### src/rtl/regfile_wb_arbiter_pkg.sv
//==============================================================================
// regfile_wb_arbiter_pkg : shared core constants and requester index enum
// Rev 1.0
//==============================================================================
`default_nettype none

package regfile_wb_arbiter_pkg;

  localparam int c_DATA_WIDTH = 64;
  localparam int c_ADDR_WIDTH = 5;

  typedef enum logic {
    REQ_ALU = 1'b0,
    REQ_LSU = 1'b1
  } req_idx_t;

endpackage : regfile_wb_arbiter_pkg

`default_nettype wire

### src/rtl/regfile_wb_arbiter.sv
//==============================================================================
// regfile_wb_arbiter : round-robin ALU/LSU write-back arbiter, one write/cycle
// Rev 1.0
//==============================================================================
`default_nettype none

module regfile_wb_arbiter
  import regfile_wb_arbiter_pkg::*;
#(
  parameter int DATA_WIDTH = c_DATA_WIDTH,
  parameter int ADDR_WIDTH = c_ADDR_WIDTH
) (
  input  logic                  i_clk,
  input  logic                  i_arst,
  input  logic                  i_hold,
  input  logic                  i_alu_valid,
  input  logic [ADDR_WIDTH-1:0] i_alu_addr,
  input  logic [DATA_WIDTH-1:0] i_alu_data,
  input  logic                  i_lsu_valid,
  input  logic [ADDR_WIDTH-1:0] i_lsu_addr,
  input  logic [DATA_WIDTH-1:0] i_lsu_data,
  output logic                  o_alu_ready,
  output logic                  o_lsu_ready,
  output logic                  o_write_en,
  output logic [ADDR_WIDTH-1:0] o_write_addr,
  output logic [DATA_WIDTH-1:0] o_write_data,
  output logic                  o_busy
);

  req_idx_t              r_prio;
  logic                  r_write_en;
  logic [ADDR_WIDTH-1:0] r_write_addr;
  logic [DATA_WIDTH-1:0] r_write_data;

  logic                  w_enable;
  logic                  w_alu_grant;
  logic                  w_lsu_grant;
  logic                  w_accept;
  logic [ADDR_WIDTH-1:0] w_sel_addr;
  logic [DATA_WIDTH-1:0] w_sel_data;

  // r_prio names the requester that wins a tie; a lone valid always wins.
  assign w_enable    = ~i_hold & ~i_arst;
  assign w_alu_grant = w_enable & i_alu_valid & (~i_lsu_valid | (r_prio == REQ_ALU));
  assign w_lsu_grant = w_enable & i_lsu_valid & (~i_alu_valid | (r_prio == REQ_LSU));
  assign w_accept    = w_alu_grant | w_lsu_grant;

  assign w_sel_addr  = w_lsu_grant ? i_lsu_addr : i_alu_addr;
  assign w_sel_data  = w_lsu_grant ? i_lsu_data : i_alu_data;

  always_ff @(posedge i_clk or posedge i_arst) begin
    if (i_arst) begin
      r_prio <= REQ_LSU;
    end else if (w_alu_grant) begin
      r_prio <= REQ_LSU;
    end else if (w_lsu_grant) begin
      r_prio <= REQ_ALU;
    end
  end

  // x0 writes are consumed normally but never reach the register file.
  always_ff @(posedge i_clk or posedge i_arst) begin
    if (i_arst) begin
      r_write_en   <= 1'b0;
      r_write_addr <= '0;
      r_write_data <= '0;
    end else begin
      r_write_en <= w_accept & (w_sel_addr != '0);
      if (w_accept) begin
        r_write_addr <= w_sel_addr;
        r_write_data <= w_sel_data;
      end
    end
  end

  assign o_alu_ready  = w_alu_grant;
  assign o_lsu_ready  = w_lsu_grant;
  assign o_write_en   = r_write_en;
  assign o_write_addr = r_write_addr;
  assign o_write_data = r_write_data;
  assign o_busy       = i_alu_valid | i_lsu_valid | r_write_en;

endmodule : regfile_wb_arbiter

`default_nettype wire

### config.mk
export PLATFORM = sky130hd
export DESIGN_NAME = regfile_wb_arbiter
export DESIGN_NICKNAME = d
export VERILOG_FILES = /design/src/rtl/regfile_wb_arbiter_pkg.sv /design/src/rtl/regfile_wb_arbiter.sv
export SDC_FILE = /design/constraint.sdc
export NUM_CORES = 1
export LEC_CHECK = 0
export ABC_AREA = 1
export CAP_MARGIN = 25
export CELL_PAD_IN_SITES_DETAIL_PLACEMENT = 0
export CELL_PAD_IN_SITES_GLOBAL_PLACEMENT = 1
export CORE_ASPECT_RATIO = 1.25
export CORE_MARGIN = 2
export CORE_UTILIZATION = 27
export DETAILED_ROUTE_END_ITERATION = 8
export GPL_TIMING_DRIVEN = 1
export MAX_ROUTING_LAYER = met4
export PLACE_DENSITY = 0.9
export RECOVER_POWER = 25
export SLEW_MARGIN = 25
export SYNTH_ARGS = -nofsm -noshare
export SYNTH_HDL_FRONTEND = slang
export SYNTH_SLANG_ARGS = --single-unit
### constraint.sdc
create_clock -name i_clk -period 7.1 [get_ports i_clk]
set_input_delay 1.42 -clock i_clk [delete_from_list [all_inputs] [get_ports i_clk]]
set_output_delay 1.42 -clock i_clk [all_outputs]
set_load 0.05 [all_outputs]
==> impl_metrics.json, run 1 <==
{
  "hold_viol_final": 0,
  "ctsResizeCount": 0,
  "gr-usage-met1_pct": 19.4,
  "syn_area_per_cell_um2": 8.42,
  "core_area_mm2": 0.0122,
  "synth_compound_area_share_pct": 22.7,
  "finClkSkew_ps": 4.71,
  "dr.pass1.iters": 4,
  "r2r_slack_ps": 4360,
  "postCtsHoldBufs": 0,
  "rows": 45,
  "htree_levels": 3,
  "use_met3_pct": 4.07,
  "p_int_mw": 0.943,
  "p_leak_nw": 2.47,
  "peakVddDrop_uv": 114,
  "port_buffers": 215,
  "seqPwrFrac_pct": 34.0,
  "synth_top_family_by_area": "compound AO/OA/AOI/OAI gates",
  "grt_pass1_wl_um": 18000,
  "muxShareOfSynthArea_pct": 0,
  "timing.hold.ws_ps": 476,
  "drt_iter0_drc": 148,
  "rsz0062_at_grt": "no",
  "vias": 3604,
  "use_met2_pct": 29.7,
  "drtAntennaViolNets": 0,
  "routabilityCongestion": 0.772,
  "clock_power_share_pct": 27.0,
  "wirelength_um": 11500,
  "grtUsageTotal_pct": 17.2,
  "cts_made_buffers": 9,
  "worstSetupPathType": "input pin to primary output",
  "start_util_pct": 27.9,
  "worstPathArrival_ps": 3820,
  "min_period_over_period_pct": 73.8,
  "setup_tns_ps": 0,
  "p_per_area_mw_per_mm2": 255,
  "first_global_vias": 3698,
  "finalSetupViolations": 0,
  "p_comb_share_pct": 39.0,
  "cts_setup_buffers": 0,
  "clk-insertion-delay-late_ps": 320,
  "ios": 216,
  "syn_area_mm2": 0.00341,
  "root_buffer": "clkbuf_16",
  "hpwl_um": 8040,
  "grt_overflow": 0,
  "ys_types": 21,
  "p_sw_share_pct": 36.9,
  "clk_pin_slew_worst_paths_ps": 50,
  "syn_nets": 548,
  "worstHoldPathCells": 2,
  "maxCapViolCount": 1,
  "max_freq_ghz": 0.191,
  "area_growth_pct": 72.1,
  "drt-wirelength-per-cell_um": 14.8,
  "viasPerCell": 4.66,
  "crit_required_ps": 5680,
  "timing.critical_path.from_type": "input pin",
  "slew_violations": 72,
  "cts_tree": "yes",
  "crit_fanout": 72,
  "power.switching_mw": 0.553,
  "min_period_ps": 5240,
  "ctsLongestPathBuffers": 2,
  "synth_fa_ha_area_share_pct": 0,
  "die_area_mm2": 0.0136,
  "status": "complete, but fails checks",
  "die_y_um": 130,
  "antenna_found_initial": 0,
  "grt_max_degree": 73,
  "ys_ff_latch": 71,
  "drive_above_1_share_pct": 7.06,
  "synth-xor-area-share_pct": 0,
  "postSynthCellCount": 405,
  "drc": 0,
  "crit_path_end_kind": "primary output",
  "nets": 749,
  "worstMarginPinSlew_ps": 3870,
  "violations": "capacitance limit, slew limit",
  "yosys_warnings": 0,
  "clock-sinks": 71,
  "die_w_um": 105,
  "yosys.area_share.simple_pct": 17.7,
  "top_usage_layer": "met2",
  "reg2reg_depth": 7,
  "ys_seq_area_share_pct": 52.1,
  "n_antenna_cell": 0,
  "hold_path_class": "register to register",
  "slew_headroom_pct": -158,
  "fill_cells": 1187
}
[synthesized netlist by cell type]
cell	number	area [µm²]
o21ai_2	20	175
a21oi_2	1	8.76
dfstp_2	1	26.3
nor2_4	1	11.3
buf_2	8	40.0
o21ai_1	99	495
nand3b_1	1	7.51
a211oi_1	1	7.51
nand4_1	3	18.8
o21ai_0	16	80.1
inv_2	4	15.0
nand3_1	1	5.00
inv_1	11	41.3
buf_6	9	101
nand3_4	1	17.5
nand2_1	79	297
buf_4	3	22.5
o21bai_1	1	7.51
dfrtp_1	70	1750
clkbuf_1	9	33.8
nor2_1	66	248
[cell families (layout without fill, tap and decap cells)]
logic type,Yosys count,in the layout
DFF,71,71
and+or+nand+nor,152,152
buffers and inverters,44,248
AOI/OAI and AO/OA,138,138
[worst paths after layout]
path | start | to
min reg2reg | o_write_data[11]$_DFFE_PP0P_ | o_write_data[11]$_DFFE_PP0P_
min | o_write_data[11]$_DFFE_PP0P_ | o_write_data[11]$_DFFE_PP0P_
max | i_arst | o_lsu_ready
max in group asynchronous | i_arst | o_write_data[32]$_DFFE_PP0P_
max reg2reg | r_prio$_DFFE_PP1P_ | o_write_data[9]$_DFFE_PP0P_
min in group asynchronous | i_arst | o_write_data[23]$_DFFE_PP0P_
[power by group through the flow]
stage	Sequential, mW	Combinational, mW	Clock [mW]
6_report	0.509	0.583	0.405
5_1_grt	0.517	0.612	0.437
4_1_cts	0.509	0.588	0.422
3_5_place_dp	0.515	0.586	0
3_3_place_gp	0.512	0.581	0
2_1_floorplan	0.746	0.108	0
[critical path: stages]
cell and delay, ps:
clkdlybuf4s50_1 470, nor2_4 220, nand3_4 650, inv_2 220
clkdlybuf4s50_1 830
[area by class of cell]
class | instances | area (µm²) | share of cell area (%)
clock buffers | 13 | 260 | 4.43
clock inverters | 1 | 5.00 | 0.0853
well taps | 164 | 205 | 3.50
multi-input cells | 290 | 1390 | 23.6
inverters | 15 | 56.3 | 0.959
flip-flops and latches | 71 | 1780 | 30.3
repair buffers | 219 | 2180 | 37.1
[state kept, by name, summed over array words and instances (netlist names)]
signal,flops
r_prio,1
o_write_addr,5
o_write_data,64
o_write_en,1
[cells in the final DEF, fill, tap and decap left out, types with 4 or more instances in the layout]
master / netlist / layout
clkbuf_16: 0 / 9
clkdlybuf4s50_1: 0 / 215
dfrtp_1: 70 / 70
inv_1: 11 / 10
inv_2: 4 / 4
nand2_1: 79 / 79
nor2_1: 66 / 66
o21ai_0: 16 / 16
o21ai_1: 99 / 99
o21ai_2: 20 / 20
[per-stage QoR]
stage               util [%]  std cells  power (mW)  setup WS [ps]  instance area (µm²)
floorplan                  -        405       0.854           2850                 3410
global placement        45.9        759        1.09           1880                 5610
detailed placement      45.9        759        1.10           1820                 5610
CTS                     48.1        773        1.52           1830                 5870
global route            48.0        773        1.57            900                 5870
finish                  48.0        773        1.50           1860                 5870
[per-layer routing]
layer | wire length [µm] | part of all wire [%]
met5 | 0 | 0
met3 | 733 | 6.4
met1 | 4690 | 41
met2 | 5830 | 51
met4 | 208 | 1.8
No activity file was read; power rests on OpenSTA's default activity.
==> run 2: changes to the inputs <==
--- a/config.mk
+++ b/config.mk
@@ -11,11 +11,11 @@
 export CELL_PAD_IN_SITES_GLOBAL_PLACEMENT = 1
 export CORE_ASPECT_RATIO = 1.25
 export CORE_MARGIN = 2
-export CORE_UTILIZATION = 27
+export CORE_UTILIZATION = 25
 export DETAILED_ROUTE_END_ITERATION = 8
 export GPL_TIMING_DRIVEN = 1
 export MAX_ROUTING_LAYER = met4
-export PLACE_DENSITY = 0.9
+export PLACE_DENSITY = 0.85
 export RECOVER_POWER = 25
 export SLEW_MARGIN = 25
 export SYNTH_ARGS = -nofsm -noshare
==> constraint.sdc (replaced) <==
create_clock -name i_clk -period 4.9 [get_ports i_clk]
set_input_delay 0.98 -clock i_clk [delete_from_list [all_inputs] [get_ports i_clk]]
set_output_delay 0.98 -clock i_clk [all_outputs]
set_load 0.05 [all_outputs]
==> run 2 against run 1 <==
  * The flow still finishes with violations (capacitance limit, slew limit)
  * Critical path type unchanged
  * Largest power group unchanged
  * Sequential cell count unchanged
  * Clock power increased by 77%
  * Final cell count increased by 1.6%
  * Highest routed layer unchanged
==> impl_metrics.json, run 2 (same netlist as run 1, synthesis figures left out) <==
{
  "min_period_ps": 3910,
  "drt-wirelength-per-cell_um": 15.2,
  "core_area_mm2": 0.0133,
  "crit_chain": "dlygate4sd3_1, nor2_4, inv_2, a211oi_1, clkdlybuf4s50_1",
  "port_buffers": 215,
  "min_period_over_period_pct": 79.9,
  "max_freq_ghz": 0.255,
  "p_leak_nw": 2.52,
  "worstHoldPathCells": 2,
  "grtUsageTotal_pct": 16.7,
  "status": "complete, but fails checks",
  "n_antenna_cell": 0,
  "htree_levels": 3,
  "viasPerCell": 4.59,
  "cts_made_buffers": 9,
  "worstMarginPinSlew_ps": 1520,
  "drt_iter0_drc": 199,
  "cts_setup_buffers": 0,
  "violations": "capacitance limit, slew limit",
  "placedInstanceArea_mm2": 0.00564,
  "slowest_stage": "clkdlybuf4s50_1",
  "grt_max_degree": 72,
  "path_buf_inv": 3,
  "first_global_vias": 3816,
  "drive_above_1_share_pct": 7.82,
  "die_w_um": 108,
  "fill_cells": 1334,
  "slew_violations": 29,
  "reg2reg_depth": 7,
  "largest_reg_flops": 64,
  "routabilityCongestion": 0.745,
  "maxCapViolCount": 1,
  "p_per_area_mw_per_mm2": 385,
  "cts_tree": "yes",
  "clk_pin_slew_worst_paths_ps": 50,
  "fin_area_mm2": 0.00598,
  "rsz0062_at_grt": "no",
  "finalSetupViolations": 0,
  "worst-path-stages": 5,
  "die_area_mm2": 0.0146,
  "grt_pass1_wl_um": 18500,
  "drtAntennaViolNets": 0,
  "ctsLongestPathBuffers": 2,
  "start_util_pct": 25.7,
  "rows": 47,
  "crit_path_end_kind": "primary output",
  "finClkSkew_ps": 3.91,
  "antenna_found_initial": 0,
  "final_cell_mix": "clkdlybuf4s50_1 (213), o21ai_1 (99), nand2_1 (79), dfrtp_1 (70), nor2_1 (66)",
  "clk-insertion-delay-late_ps": 330,
  "postCtsHoldBufs": 0,
  "ctsResizeCount": 0,
  "vias": 3600,
  "slowest_delay_ps": 860,
  "slew_headroom_pct": -1.09,
  "nets": 752,
  "setup_tns_ps": 0,
  "timing.critical_path.from_type": "input pin",
  "hpwl_um": 8270,
  "worstSetupPathType": "input pin to primary output",
  "ios": 216,
  "grt_overflow": 0,
  "mostFrequentLayoutCell": "clkdlybuf4s50_1",
  "wirelength_um": 11900,
  "drc": 0,
  "crit_family": "buffers and inverters",
  "crit_fanout": 5,
  "dr.pass1.iters": 4,
  "clock-sinks": 71,
  "root_buffer": "clkbuf_16",
  "hold_viol_final": 0,
  "worstPathArrival_ps": 2930,
  "die_y_um": 135,
  "crit_required_ps": 3920,
  "peakVddDrop_uv": 175,
  "hold_path_class": "register to register",
  "area_growth_pct": 75.3
}
## run 2: cell count changes in the layout (fill, tap and decap cells not counted)
cell / before / now
inv_1: 10 / 11
clkinv_1: 1 / 0
buf_4: 3 / 4
dlygate4sd3_1: 0 / 1
clkbuf_1: 3 / 4
clkdlybuf4s50_1: 215 / 213
buf_12: 0 / 2
bufinv_16: 0 / 2
## run 2: final cells by class
class | count | area, µm² | share of cell area, %
clock buffers | 13 | 260 | 4.35
clock inverters | 3 | 65.1 | 1.09
inverters | 15 | 56.3 | 0.942
multi-input cells | 290 | 1390 | 23.2
flip-flops and latches | 71 | 1780 | 29.7
well taps | 171 | 214 | 3.58
repair buffers | 222 | 2220 | 37.1
## run 2: worst register-to-register path: stages, from the launching register on
cell,delay (ps)
dfstp_2,540
inv_1,50
nand2_1,160
nand3_4,100
inv_2,90
buf_4,600
o21ai_1,260
o21ai_1,170
## run 2: path summary, 6_finish.rpt
path | from | slack, ps | to
hold / removal | o_write_data[17]$_DFFE_PP0P_ | 480 | o_write_data[17]$_DFFE_PP0P_
min in group asynchronous | i_arst | 1360 | o_write_data[20]$_DFFE_PP0P_
setup / recovery | i_arst | 990 | o_alu_ready
hold reg to reg | o_write_data[17]$_DFFE_PP0P_ | 480 | o_write_data[17]$_DFFE_PP0P_
setup reg to reg | r_prio$_DFFE_PP1P_ | 2870 | o_write_data[55]$_DFFE_PP0P_
max in group asynchronous | i_arst | 1640 | o_write_data[43]$_DFFE_PP0P_
## run 2: stage by stage
stage | instances | hold WS, ps | utilization [%] | setup slack, ps | total power, mW
finish | 785 | 477 | 45.0 | 985 | 2.30
global route | 785 | 504 | 45.0 | 870 | 2.40
detailed placement | 768 | 469 | 42.4 | 1120 | 1.60
global placement | 768 | 466 | 42.4 | 1120 | 1.59
CTS | 784 | 482 | 44.9 | 1090 | 2.33
floorplan | 405 | 475 | - | 1530 | 1.24
## run 2: layer usage
metal / up-vias / GRT usage (%) / part of all wire, %
met5: - / - / 0
met4: 0 / 7.55 / 2.5
met3: 23 / 3.38 / 6.6
met2: 132 / 27.5 / 49
met1: 1700 / 19.6 / 42
li1: 1745 / - / -
## run 2: power by group
part / internal [mW] / total [mW] / switching [mW]
Clock: 0.473 / 0.718 / 0.245
Sequential: 0.685 / 0.736 / 0.0510
Combinational: 0.320 / 0.848 / 0.528
==> run 3: changes to the inputs <==
==> constraint.sdc (replaced) <==
create_clock -name i_clk -period 3.9 [get_ports i_clk]
set_input_delay 0.78 -clock i_clk [delete_from_list [all_inputs] [get_ports i_clk]]
set_output_delay 0.78 -clock i_clk [all_outputs]
set_load 0.05 [all_outputs]
==> run 3 against run 2 <==
  * Critical path depth unchanged
  * Non-clock buffer count decreased by 1
  * First-iteration DRC count decreased by 14%
  * Die area unchanged
  * Global-route usage about the same
  * Register-to-register slack got worse by 1300 ps
  * Clock power increased by 13%
  * The run now ends clean
  * Design area decreased by 0.67%
  * Hold slack improved by 2.9 ps
  * Sequential power increased by 26%
  * Wire length increased by 0.16%
==> impl_metrics.json, run 3 (same netlist as run 1, synthesis figures left out) <==
{
  "mostFrequentLayoutCell": "clkdlybuf4s50_1",
  "placedInstanceArea_mm2": 0.00565,
  "die_w_um": 108,
  "root_buffer": "clkbuf_16",
  "ctsResizeCount": 0,
  "drtAntennaViolNets": 0,
  "finalSetupViolations": 0,
  "cts_setup_buffers": 0,
  "final_cell_mix": "clkdlybuf4s50_1 (213), o21ai_1 (99), nand2_1 (79), dfrtp_1 (70), nor2_1 (66)",
  "viasPerCell": 4.55,
  "grt_overflow": 0,
  "hpwl_um": 8120,
  "hold_path_class": "register to register",
  "timing.critical_path.from_type": "input pin",
  "first_global_vias": 3768,
  "port_buffers": 215,
  "worstPathArrival_ps": 2720,
  "grt_pass1_wl_um": 18600,
  "p_leak_nw": 2.50,
  "maxCapViolCount": 0,
  "fill_cells": 1329,
  "dp.cells": 767,
  "crit_fanout": 5,
  "nets": 751,
  "postLayoutCoreUtil_pct": 44.7,
  "finClkSkew_ps": 6.65,
  "max_freq_ghz": 0.285,
  "wirelength_um": 11900,
  "status": "complete, no violations",
  "crit_required_ps": 3120,
  "fin_area_mm2": 0.00594,
  "clk_pin_slew_worst_paths_ps": 50,
  "p_per_area_mw_per_mm2": 472,
  "drt-wirelength-per-cell_um": 15.2,
  "clk-insertion-delay-late_ps": 330,
  "antenna_found_initial": 0,
  "peakVddDrop_uv": 192,
  "vias": 3571,
  "hold_viol_final": 0,
  "rows": 47,
  "area_growth_pct": 74.1,
  "largest_reg_flops": 64,
  "rsz0062_at_grt": "no",
  "htree_levels": 3,
  "postCtsHoldBufs": 0,
  "timing.hold.ws_ps": 480,
  "routabilityCongestion": 0.777,
  "slew_headroom_pct": 12.6,
  "stdcell_count": 784,
  "crit_path_end_kind": "primary output",
  "min_period_ps": 3500,
  "min_period_over_period_pct": 89.8,
  "p_total_mw": 2.80,
  "cts_tree": "yes",
  "worstSetupPathType": "input pin to primary output",
  "die_y_um": 135,
  "start_util_pct": 25.7,
  "drc": 0,
  "core_area_mm2": 0.0133,
  "slew_violations": 0,
  "setup_tns_ps": 0,
  "finalWorstSetupSlack_ps": 396,
  "worstMarginPinSlew_ps": 1310,
  "drive_above_1_share_pct": 7.83,
  "pre_cts_slack_ps": 513,
  "grtUsageTotal_pct": 16.7,
  "grt_max_degree": 72,
  "ctsLongestPathBuffers": 2,
  "drt_iter0_drc": 171,
  "n_antenna_cell": 0,
  "clock-sinks": 71,
  "ios": 216,
  "die_area_mm2": 0.0146,
  "cts_made_buffers": 9,
  "dr.pass1.iters": 7
}
run 3: per-layer routing:
metal | part of all wire (%) | vias up | global-route usage [%] | routed length, µm
li1 | - | 1739 | - | -
met1 | 42 | 1696 | 19.7 | 5060
met2 | 49 | 128 | 27.7 | 5890
met3 | 7.2 | 8 | 4.39 | 857
met4 | 0.97 | 0 | 5.27 | 116
met5 | 0 | - | - | 0
run 3: critical path: stages:
cell,delay [ps]
dlygate4sd3_1,590
nor2_4,200
inv_2,80
a211oi_1,230
clkdlybuf4s50_1,860
run 3: layout make-up:
type                       instances  area [µm²]  share of cell area [%]
clock buffer                      12         246                    4.15
inverter                          15        56.3                   0.948
clock inverter                     4        45.0                   0.758
sequential                        71        1780                    29.9
timing repair buffer             221        2210                    37.3
multi-input combinational        290        1390                    23.3
tap                              171         214                    3.60
run 3: path summary, 6_finish.rpt:
check	startpoint	end	slack, ps	cells after the start
setup / recovery	i_arst	o_alu_ready	400	5
hold / removal	o_write_data[17]$_DFFE_PP0P_	o_write_data[17]$_DFFE_PP0P_	480	2
setup reg to reg	r_prio$_DFFE_PP1P_	o_write_data[8]$_DFFE_PP0P_	1590	7
hold reg to reg	o_write_data[17]$_DFFE_PP0P_	o_write_data[17]$_DFFE_PP0P_	480	2
max in group asynchronous	i_arst	o_write_data[58]$_DFFE_PP0P_	690	4
min in group asynchronous	i_arst	o_write_data[21]$_DFFE_PP0P_	1330	3
run 3: power by group:
part	internal, mW	switching (mW)
registers	0.860	0.0652
logic	0.402	0.661
clock network	0.510	0.304
